### config.mk
export PLATFORM = sky130hd
export DESIGN_NAME = id_ex_stage
export DESIGN_NICKNAME = d
export VERILOG_FILES = /design/src/rtl/id_ex_stage_pkg.sv /design/src/rtl/id_ex_fwd_mux.sv /design/src/rtl/id_ex_stage.sv
export SDC_FILE = /design/constraint.sdc
export NUM_CORES = 1
export LEC_CHECK = 0
export ABC_AREA = 1
export CORE_AREA = 3 3 149 151
export CTS_BUF_LIST = sky130_fd_sc_hd__clkbuf_8
export CTS_CLUSTER_DIAMETER = 40
export DETAILED_ROUTE_END_ITERATION = 12
export DIE_AREA = 0 0 152 154
export PLACE_DENSITY = 0.8
export SYNTH_ARGS = -nofsm -noshare
export SYNTH_HDL_FRONTEND = slang
export SYNTH_SLANG_ARGS = --single-unit
### constraint.sdc
create_clock -name clk -period 1.8 [get_ports clk]
set_input_delay 0.27 -clock clk [delete_from_list [all_inputs] [get_ports clk]]
set_output_delay 0.27 -clock clk [all_outputs]
set_load 0.005 [all_outputs]
### src/rtl/id_ex_stage_pkg.sv
// Shared definitions for the ID/EX pipeline register: default widths,
// ALU control codes and the bubble control encoding.
package id_ex_stage_pkg;

    localparam int unsigned DEF_XLEN      = 32;
    localparam int unsigned DEF_RA_W      = 5;
    localparam int unsigned ALU_CTRL_BITS = 5;

    typedef enum logic [ALU_CTRL_BITS-1:0] {
        ALUCTRL_ADD  = 5'd0,
        ALUCTRL_SUB  = 5'd1,
        ALUCTRL_AND  = 5'd2,
        ALUCTRL_OR   = 5'd3,
        ALUCTRL_XOR  = 5'd4,
        ALUCTRL_SLL  = 5'd5,
        ALUCTRL_SRL  = 5'd6,
        ALUCTRL_SRA  = 5'd7,
        ALUCTRL_SLT  = 5'd8,
        ALUCTRL_SLTU = 5'd9,
        ALUCTRL_LUI  = 5'd10
    } alu_ctrl_e;

    // Downstream (EX/MEM/WB) control carried through the stage
    typedef struct packed {
        logic mem_read;
        logic mem_write;
        logic reg_write;
        logic mem_to_reg;
    } mem_ctrl_t;

    // A bubble performs no memory access and no register write
    localparam mem_ctrl_t BUBBLE_CTRL     = '0;
    localparam alu_ctrl_e BUBBLE_ALU_CTRL = ALUCTRL_ADD;

endpackage

### src/rtl/id_ex_fwd_mux.sv
// Per-operand forwarding select: MEM result, then WB data, then the
// stored operand. Register x0 is never forwarded.
module id_ex_fwd_mux
    import id_ex_stage_pkg::*;
#(
    parameter int unsigned XLEN = DEF_XLEN,
    parameter int unsigned RA_W = DEF_RA_W
) (
    input  logic [RA_W-1:0] rs,
    input  logic [XLEN-1:0] stored,
    input  logic [RA_W-1:0] mem_rd,
    input  logic            mem_reg_write,
    input  logic [XLEN-1:0] mem_data,
    input  logic [RA_W-1:0] wb_rd,
    input  logic            wb_reg_write,
    input  logic [XLEN-1:0] wb_data,
    output logic [XLEN-1:0] fwd
);

    // Youngest producer wins; x0 always reads the stored value
    always_comb begin
        fwd = stored;
        if (rs != '0) begin
            if (mem_reg_write && (mem_rd == rs)) begin
                fwd = mem_data;
            end else if (wb_reg_write && (wb_rd == rs)) begin
                fwd = wb_data;
            end
        end
    end

endmodule

### src/rtl/id_ex_stage.sv
// ID/EX pipeline register feeding the ALU. Handles WB capture bypass,
// load-use hazard detection and branch-flush bubbles.
// Optional macro ID_EX_FWD_EN: MEM/WB forwarding on the operand outputs
// plus operand refresh during an external hold. Without it, outputs are the
// stored operands and any pending EX/MEM producer stalls ID instead.
module id_ex_stage
    import id_ex_stage_pkg::*;
#(
    parameter int unsigned XLEN   = DEF_XLEN,
    parameter int unsigned CTRL_W = ALU_CTRL_BITS,
    parameter int unsigned RA_W   = DEF_RA_W
) (
    input  logic              clk,
    input  logic              rst_n,
    input  logic              id_valid,
    input  logic [XLEN-1:0]   id_pc,
    input  logic [RA_W-1:0]   id_rs1,
    input  logic [RA_W-1:0]   id_rs2,
    input  logic [RA_W-1:0]   id_rd,
    input  logic              id_use_rs1,
    input  logic              id_use_rs2,
    input  logic [XLEN-1:0]   id_rdata1,
    input  logic [XLEN-1:0]   id_rdata2,
    input  logic [XLEN-1:0]   id_imm,
    input  logic [CTRL_W-1:0] id_alu_ctrl,
    input  logic              id_alu_immsrc,
    input  logic              id_alu_pcsrc,
    input  logic              id_mem_read,
    input  logic              id_mem_write,
    input  logic              id_reg_write,
    input  logic              id_mem_to_reg,
    input  logic [RA_W-1:0]   mem_rd,
    input  logic              mem_reg_write,
    input  logic [XLEN-1:0]   mem_fwd_data,
    input  logic [RA_W-1:0]   wb_rd,
    input  logic              wb_reg_write,
    input  logic [XLEN-1:0]   wb_data,
    input  logic              ex_branch_taken,
    input  logic              stall_ext,
    output logic              ex_valid,
    output logic [XLEN-1:0]   ex_pc,
    output logic [XLEN-1:0]   ex_rdata1,
    output logic [XLEN-1:0]   ex_rdata2,
    output logic [XLEN-1:0]   ex_imm,
    output logic [CTRL_W-1:0] ex_alu_ctrl,
    output logic              ex_alu_immsrc,
    output logic              ex_alu_pcsrc,
    output logic [RA_W-1:0]   ex_rd,
    output logic              ex_mem_read,
    output logic              ex_mem_write,
    output logic              ex_reg_write,
    output logic              ex_mem_to_reg,
    output logic              id_stall
);

    logic [XLEN-1:0] rdata1_q, rdata2_q;
    logic [XLEN-1:0] cap_rdata1, cap_rdata2;
    mem_ctrl_t       ctrl_q;
    logic            load_use;
    logic            raw_hold;

    assign ex_mem_read   = ctrl_q.mem_read;
    assign ex_mem_write  = ctrl_q.mem_write;
    assign ex_reg_write  = ctrl_q.reg_write;
    assign ex_mem_to_reg = ctrl_q.mem_to_reg;

`ifdef ID_EX_FWD_EN
    logic [RA_W-1:0] rs1_q, rs2_q;
    logic [XLEN-1:0] fwd_rdata1, fwd_rdata2;

    id_ex_fwd_mux #(.XLEN(XLEN), .RA_W(RA_W)) u_fwd1 (
        .rs(rs1_q), .stored(rdata1_q),
        .mem_rd(mem_rd), .mem_reg_write(mem_reg_write), .mem_data(mem_fwd_data),
        .wb_rd(wb_rd), .wb_reg_write(wb_reg_write), .wb_data(wb_data),
        .fwd(fwd_rdata1)
    );

    id_ex_fwd_mux #(.XLEN(XLEN), .RA_W(RA_W)) u_fwd2 (
        .rs(rs2_q), .stored(rdata2_q),
        .mem_rd(mem_rd), .mem_reg_write(mem_reg_write), .mem_data(mem_fwd_data),
        .wb_rd(wb_rd), .wb_reg_write(wb_reg_write), .wb_data(wb_data),
        .fwd(fwd_rdata2)
    );

    assign ex_rdata1 = fwd_rdata1;
    assign ex_rdata2 = fwd_rdata2;
`else
    logic unused_fwd_data;

    assign unused_fwd_data = ^mem_fwd_data;
    assign ex_rdata1       = rdata1_q;
    assign ex_rdata2       = rdata2_q;
`endif

    // Register-file read-before-write: take the WB value being written now
    always_comb begin
        cap_rdata1 = id_rdata1;
        cap_rdata2 = id_rdata2;
        if (wb_reg_write && (wb_rd != '0) && (wb_rd == id_rs1)) cap_rdata1 = wb_data;
        if (wb_reg_write && (wb_rd != '0) && (wb_rd == id_rs2)) cap_rdata2 = wb_data;
    end

    // Hazard detection; a taken redirect squashes ID anyway, so never stall
    always_comb begin
        load_use = ex_valid && ex_mem_read && (ex_rd != '0) && id_valid &&
                   ((id_use_rs1 && (id_rs1 == ex_rd)) ||
                    (id_use_rs2 && (id_rs2 == ex_rd)));
        raw_hold = 1'b0;
`ifndef ID_EX_FWD_EN
        raw_hold = id_valid && (
            (id_use_rs1 && (id_rs1 != '0) &&
             ((ex_valid && ex_reg_write && (id_rs1 == ex_rd)) ||
              (mem_reg_write && (id_rs1 == mem_rd)))) ||
            (id_use_rs2 && (id_rs2 != '0) &&
             ((ex_valid && ex_reg_write && (id_rs2 == ex_rd)) ||
              (mem_reg_write && (id_rs2 == mem_rd)))));
`endif
        id_stall = !ex_branch_taken && (load_use || raw_hold);
    end

    // Stage register: external hold, then bubble, then capture
    always_ff @(posedge clk or negedge rst_n) begin
        if (!rst_n) begin
            ex_valid      <= 1'b0;
            ex_pc         <= '0;
            rdata1_q      <= '0;
            rdata2_q      <= '0;
            ex_imm        <= '0;
            ex_alu_ctrl   <= '0;
            ex_alu_immsrc <= 1'b0;
            ex_alu_pcsrc  <= 1'b0;
            ex_rd         <= '0;
            ctrl_q        <= BUBBLE_CTRL;
`ifdef ID_EX_FWD_EN
            rs1_q         <= '0;
            rs2_q         <= '0;
`endif
        end else if (stall_ext) begin
`ifdef ID_EX_FWD_EN
            // Latch forwarded operands so a producer retiring during the hold is kept
            rdata1_q <= fwd_rdata1;
            rdata2_q <= fwd_rdata2;
`endif
        end else if (ex_branch_taken || id_stall) begin
            ex_valid      <= 1'b0;
            ex_pc         <= '0;
            rdata1_q      <= '0;
            rdata2_q      <= '0;
            ex_imm        <= '0;
            ex_alu_ctrl   <= CTRL_W'(BUBBLE_ALU_CTRL);
            ex_alu_immsrc <= 1'b0;
            ex_alu_pcsrc  <= 1'b0;
            ex_rd         <= '0;
            ctrl_q        <= BUBBLE_CTRL;
`ifdef ID_EX_FWD_EN
            rs1_q         <= '0;
            rs2_q         <= '0;
`endif
        end else begin
            ex_valid      <= id_valid;
            ex_pc         <= id_pc;
            rdata1_q      <= cap_rdata1;
            rdata2_q      <= cap_rdata2;
            ex_imm        <= id_imm;
            ex_alu_ctrl   <= id_alu_ctrl;
            ex_alu_immsrc <= id_alu_immsrc;
            ex_alu_pcsrc  <= id_alu_pcsrc;
            ex_rd         <= id_rd;
            ctrl_q        <= '{mem_read: id_mem_read, mem_write: id_mem_write,
                               reg_write: id_reg_write, mem_to_reg: id_mem_to_reg};
`ifdef ID_EX_FWD_EN
            rs1_q         <= id_rs1;
            rs2_q         <= id_rs2;
`endif
        end
    end

endmodule

==> metrics.md, run 1 <==
| Metric | Value |
|---|---|
| Outcome | finished with violations |
| Failing checks | setup timing |
| Die W | 152 um |
| Fin nets | 1,882 |
| Final Hold Viols | 0 |
| RePlAce Congestion | 0.840 |
| HPWL Detailed | 21.0 mm |
| Via count | 9,898 |
| Syn Inst Count | 1,277 |
| TritonRoute pass-1 iters | 7 |
| Max-cap viol count | 0 |
| I/O Pins | 383 |
| Synth area leader | dfrtp_1 |
| Static leakage | 7.47 nW |
| CP max stage delay | 440 ps |
| Placed cells | 1,865 |
| Synth top area share | 42.2% |
| GRT met2 Usage | 44.7% |
| Setup crit start kind | flop |
| Wirelength per Cell | 18.1 um |
| Synth Cell Area | 8610 um2 |
| Critical path arrival | 1810 ps |
| Final setup fails | 143 |
| Seq/Total Area, Yosys | 42.2% |
| Yosys cell types | 28 |
| Share of layout cells above drive strength 1 | 9.11% |
| Vias in the first global route | 9,217 |
| CTS tree | yes |
| Synthesis-to-finish area growth | 60.0% |
| Critical Path Most Common Cell | nand2_1 |
| Post-Layout Cell Count | 1,936 |
| Routed Antenna Nets | 0 |
| Antenna violations before repair | 4 |
| Critical-path cell list | inv_2, nand2_1, nand2_1, nor2_2, nand4_1, nand2_1, nand2_1, nand2_2, nand2_4, a21oi_4, buf_2 |
| Met3 track demand over resource | 7.06% |
| CTS clk-pin slew, worst paths | 90 ps |
| H-tree depth | 4 |
| Detail-routed via count per cell | 5.11 |
| Num rows | 53 |
| Drt initial violations | 703 |
| Measured slew at the worst slew-check pin | 598 ps |
| P per Cell Area | 618 nW/um2 |
| Clock Sinks | 145 |
| M1 GR Usage | 35.1% |
| Fill cells | 1,771 |
| GRT Util Overall | 27.3% |
| Port bufs | 350 |
| Clock skew | 15.9 ps |
| Critical-path maximum fanout | 4 |
| Post-synthesis average cell area | 6.74 um2 |
| CP Class | flop to primary output |
| DIE HEIGHT | 154 um |
| TritonCTS buffer count | 17 |
| Final wirelength | 35.1 mm |
| Rel. slew slack | 60.1% |
| Slew Viols, Final | 0 |
| Fmax | 481 MHz |
| RSZ-0062 raised after global routing | yes |
| Largest net degree at the start of global routing | 98 |
| GRT busiest layer | met2 |
| Crit. End Element | primary output |
| Post-route minimum period | 2080 ps |
| Syn nets | 1,514 |
| Setup TNS | -15,010 ps |
| Initial Util | 41.1% |
| Period utilization | 115% |
| Core area | 21,000 um2 |
| Critical path required time | 1530 ps |
| Post-synthesis register bit count | 145 |
| Root Driver | clkbuf_8 |
| Multi-input logic area | 3830 um2 |
| Hold Crit Class | primary input to flop |
| Drt drc | 0 |
| Global route overflow | 0 |
| Die area | 23,400 um2 |
| Final worst slack | -278 ps |
| VDD IR-drop max | 376 uV |
| Deepest clock path buffer count | 2 |
| Critical Path Slowest Stage Cell | dfrtp_2 |
| First-pass GRT wire length | 51.2 mm |
| Clock latency on the worst-skew pair | 450 ps |
| Synthesis Warnings | 0 |
| FF+latch area | 3630 um2 |
| Top cells by area, synth | dfrtp_1 42%, nand2_1 20%, nand4_1 11%, nor2_1 9.9%, inv_1 7.0% |
==> path summary, 6_finish.rpt <==
path / start / endpoint / slack [ps] / cells past startpoint
hold / removal: stall_ext / ex_pc[28] / 90 / 3
hold reg to reg: ex_imm[3] / ex_imm[3] / 480 / 2
min in group asynchronous: rst_n / ex_rdata1[10] / 280 / 2
setup / recovery: ex_rd[3] / id_stall / -280 / 11
max in group asynchronous: rst_n / ex_rd[1] / 880 / 3
setup reg to reg: ex_rd[3] / ex_mem_write / -200 / 15
==> cells in the mapped netlist, drive strengths merged <==
| cell type | instances |
|---|---|
| nand2 | 465 |
| nor2 | 228 |
| inv | 167 |
| nand4 | 151 |
| dfrtp | 145 |
| buf | 60 |
| clkbuf | 30 |
| xor2 | 8 |
| o21ai | 6 |
| nand3 | 4 |
| xnor2 | 4 |
| nor3 | 3 |
| a21oi | 2 |
| a311oi | 1 |
| nand3b | 1 |
| nor3b | 1 |
| or2 | 1 |
==> critical path, delay by kind of cell, from the launching register on <==
family,cells,cell delay [ps]
AO/OA/AOI/OAI,1,120
flip-flops,1,440
buffers and inverters,2,210
AND/OR/NAND/NOR,8,580
==> power breakdown <==
group | total, mW | switching [mW] | internal, mW
sequential | 3.68 | 0.164 | 3.52
clock | 2.66 | 1.50 | 1.16
combinational | 2.17 | 0.937 | 1.23
==> stage by stage <==
stage | instance area [um2] | util (%) | setup slack [ps] | power (mW) | hold slack (ps)
2_1_floorplan | 8610 | - | 131 | 4.44 | -25.6
3_5_place_dp | 12500 | 59.8 | -668 | 5.84 | 211
5_1_grt | 13800 | 65.7 | -446 | 8.96 | 71.1
6_report | 13800 | 65.7 | -278 | 8.51 | 93.9
3_3_place_gp | 12500 | 59.8 | -679 | 5.81 | 206
4_1_cts | 13300 | 63.5 | -365 | 8.54 | 74.3
==> final cells by class <==
type / instances / area share (%)
diodes: 3 / 0.0545
clock buffers: 17 / 1.70
clock inverters: 15 / 1.23
inverters: 167 / 4.57
multi-input cells: 875 / 27.8
flip-flops and latches: 145 / 26.4
well taps: 275 / 2.50
repair buffers: 439 / 35.8
==> what timing repair did <==
action,in CTS,in global routing
pin swaps,3,7
hold endpoints to repair,34,0
gates cloned,10,16
hold buffers,1,0
buffers inserted,3,6
endpoints found under the setup margin,151,146
gates resized for setup,30,15
==> routing by layer <==
layer  wire (um)  share of wire (%)  up-vias
met2       16200                 46      531
met5           7              0.020        -
met4        1160                3.3        2
met1       14400                 41     4585
li1            -                  -     4697
met3        3330                9.5       83
==> kinds of logic after synthesis <==
| family | Yosys count | synth area share [%] |
|---|---|---|
| AO/OA/AOI/OAI | 9 | 0.698 |
| XOR/XNOR | 12 | 1.22 |
| buffers and inverters | 257 | 13.7 |
| flip-flops | 145 | 42.2 |
| AND/OR/NAND/NOR | 854 | 42.2 |
==> cell usage in the layout (no fill, tap or decap), types with 3 or more instances in the layout <==
cell             Yosys  layout
buf_4                0      40
xnor2_1              4       4
inv_1              160     158
dlygate4sd2_1        0       5
xor2_1               8       8
diode_2              0       3
buf_6                6       4
nand4_1            150     150
inv_2                7       8
buf_12               2      19
inv_6                0       4
inv_8                0       3
dfrtp_1            145     140
o21ai_0              6       6
nor2_2               2       4
clkbuf_16            0      13
nor2_1             226     224
buf_16               0      13
dfrtp_2              0       5
clkbuf_8             0      17
clkdlybuf4s50_1      0     342
nand2_1            464     462
Power figures use the tool's default switching activity.
==> run 2, diff against run 1 <==
--- a/config.mk
+++ b/config.mk
@@ -6,6 +6,7 @@
 export NUM_CORES = 1
 export LEC_CHECK = 0
 export ABC_AREA = 1
+export CAP_MARGIN = 20
 export CORE_AREA = 3 3 149 151
 export CTS_BUF_LIST = sky130_fd_sc_hd__clkbuf_8
 export CTS_CLUSTER_DIAMETER = 40
==> results of run 2 <==
Same layout as run 1: the final DEF is identical, and so are final timing and power.
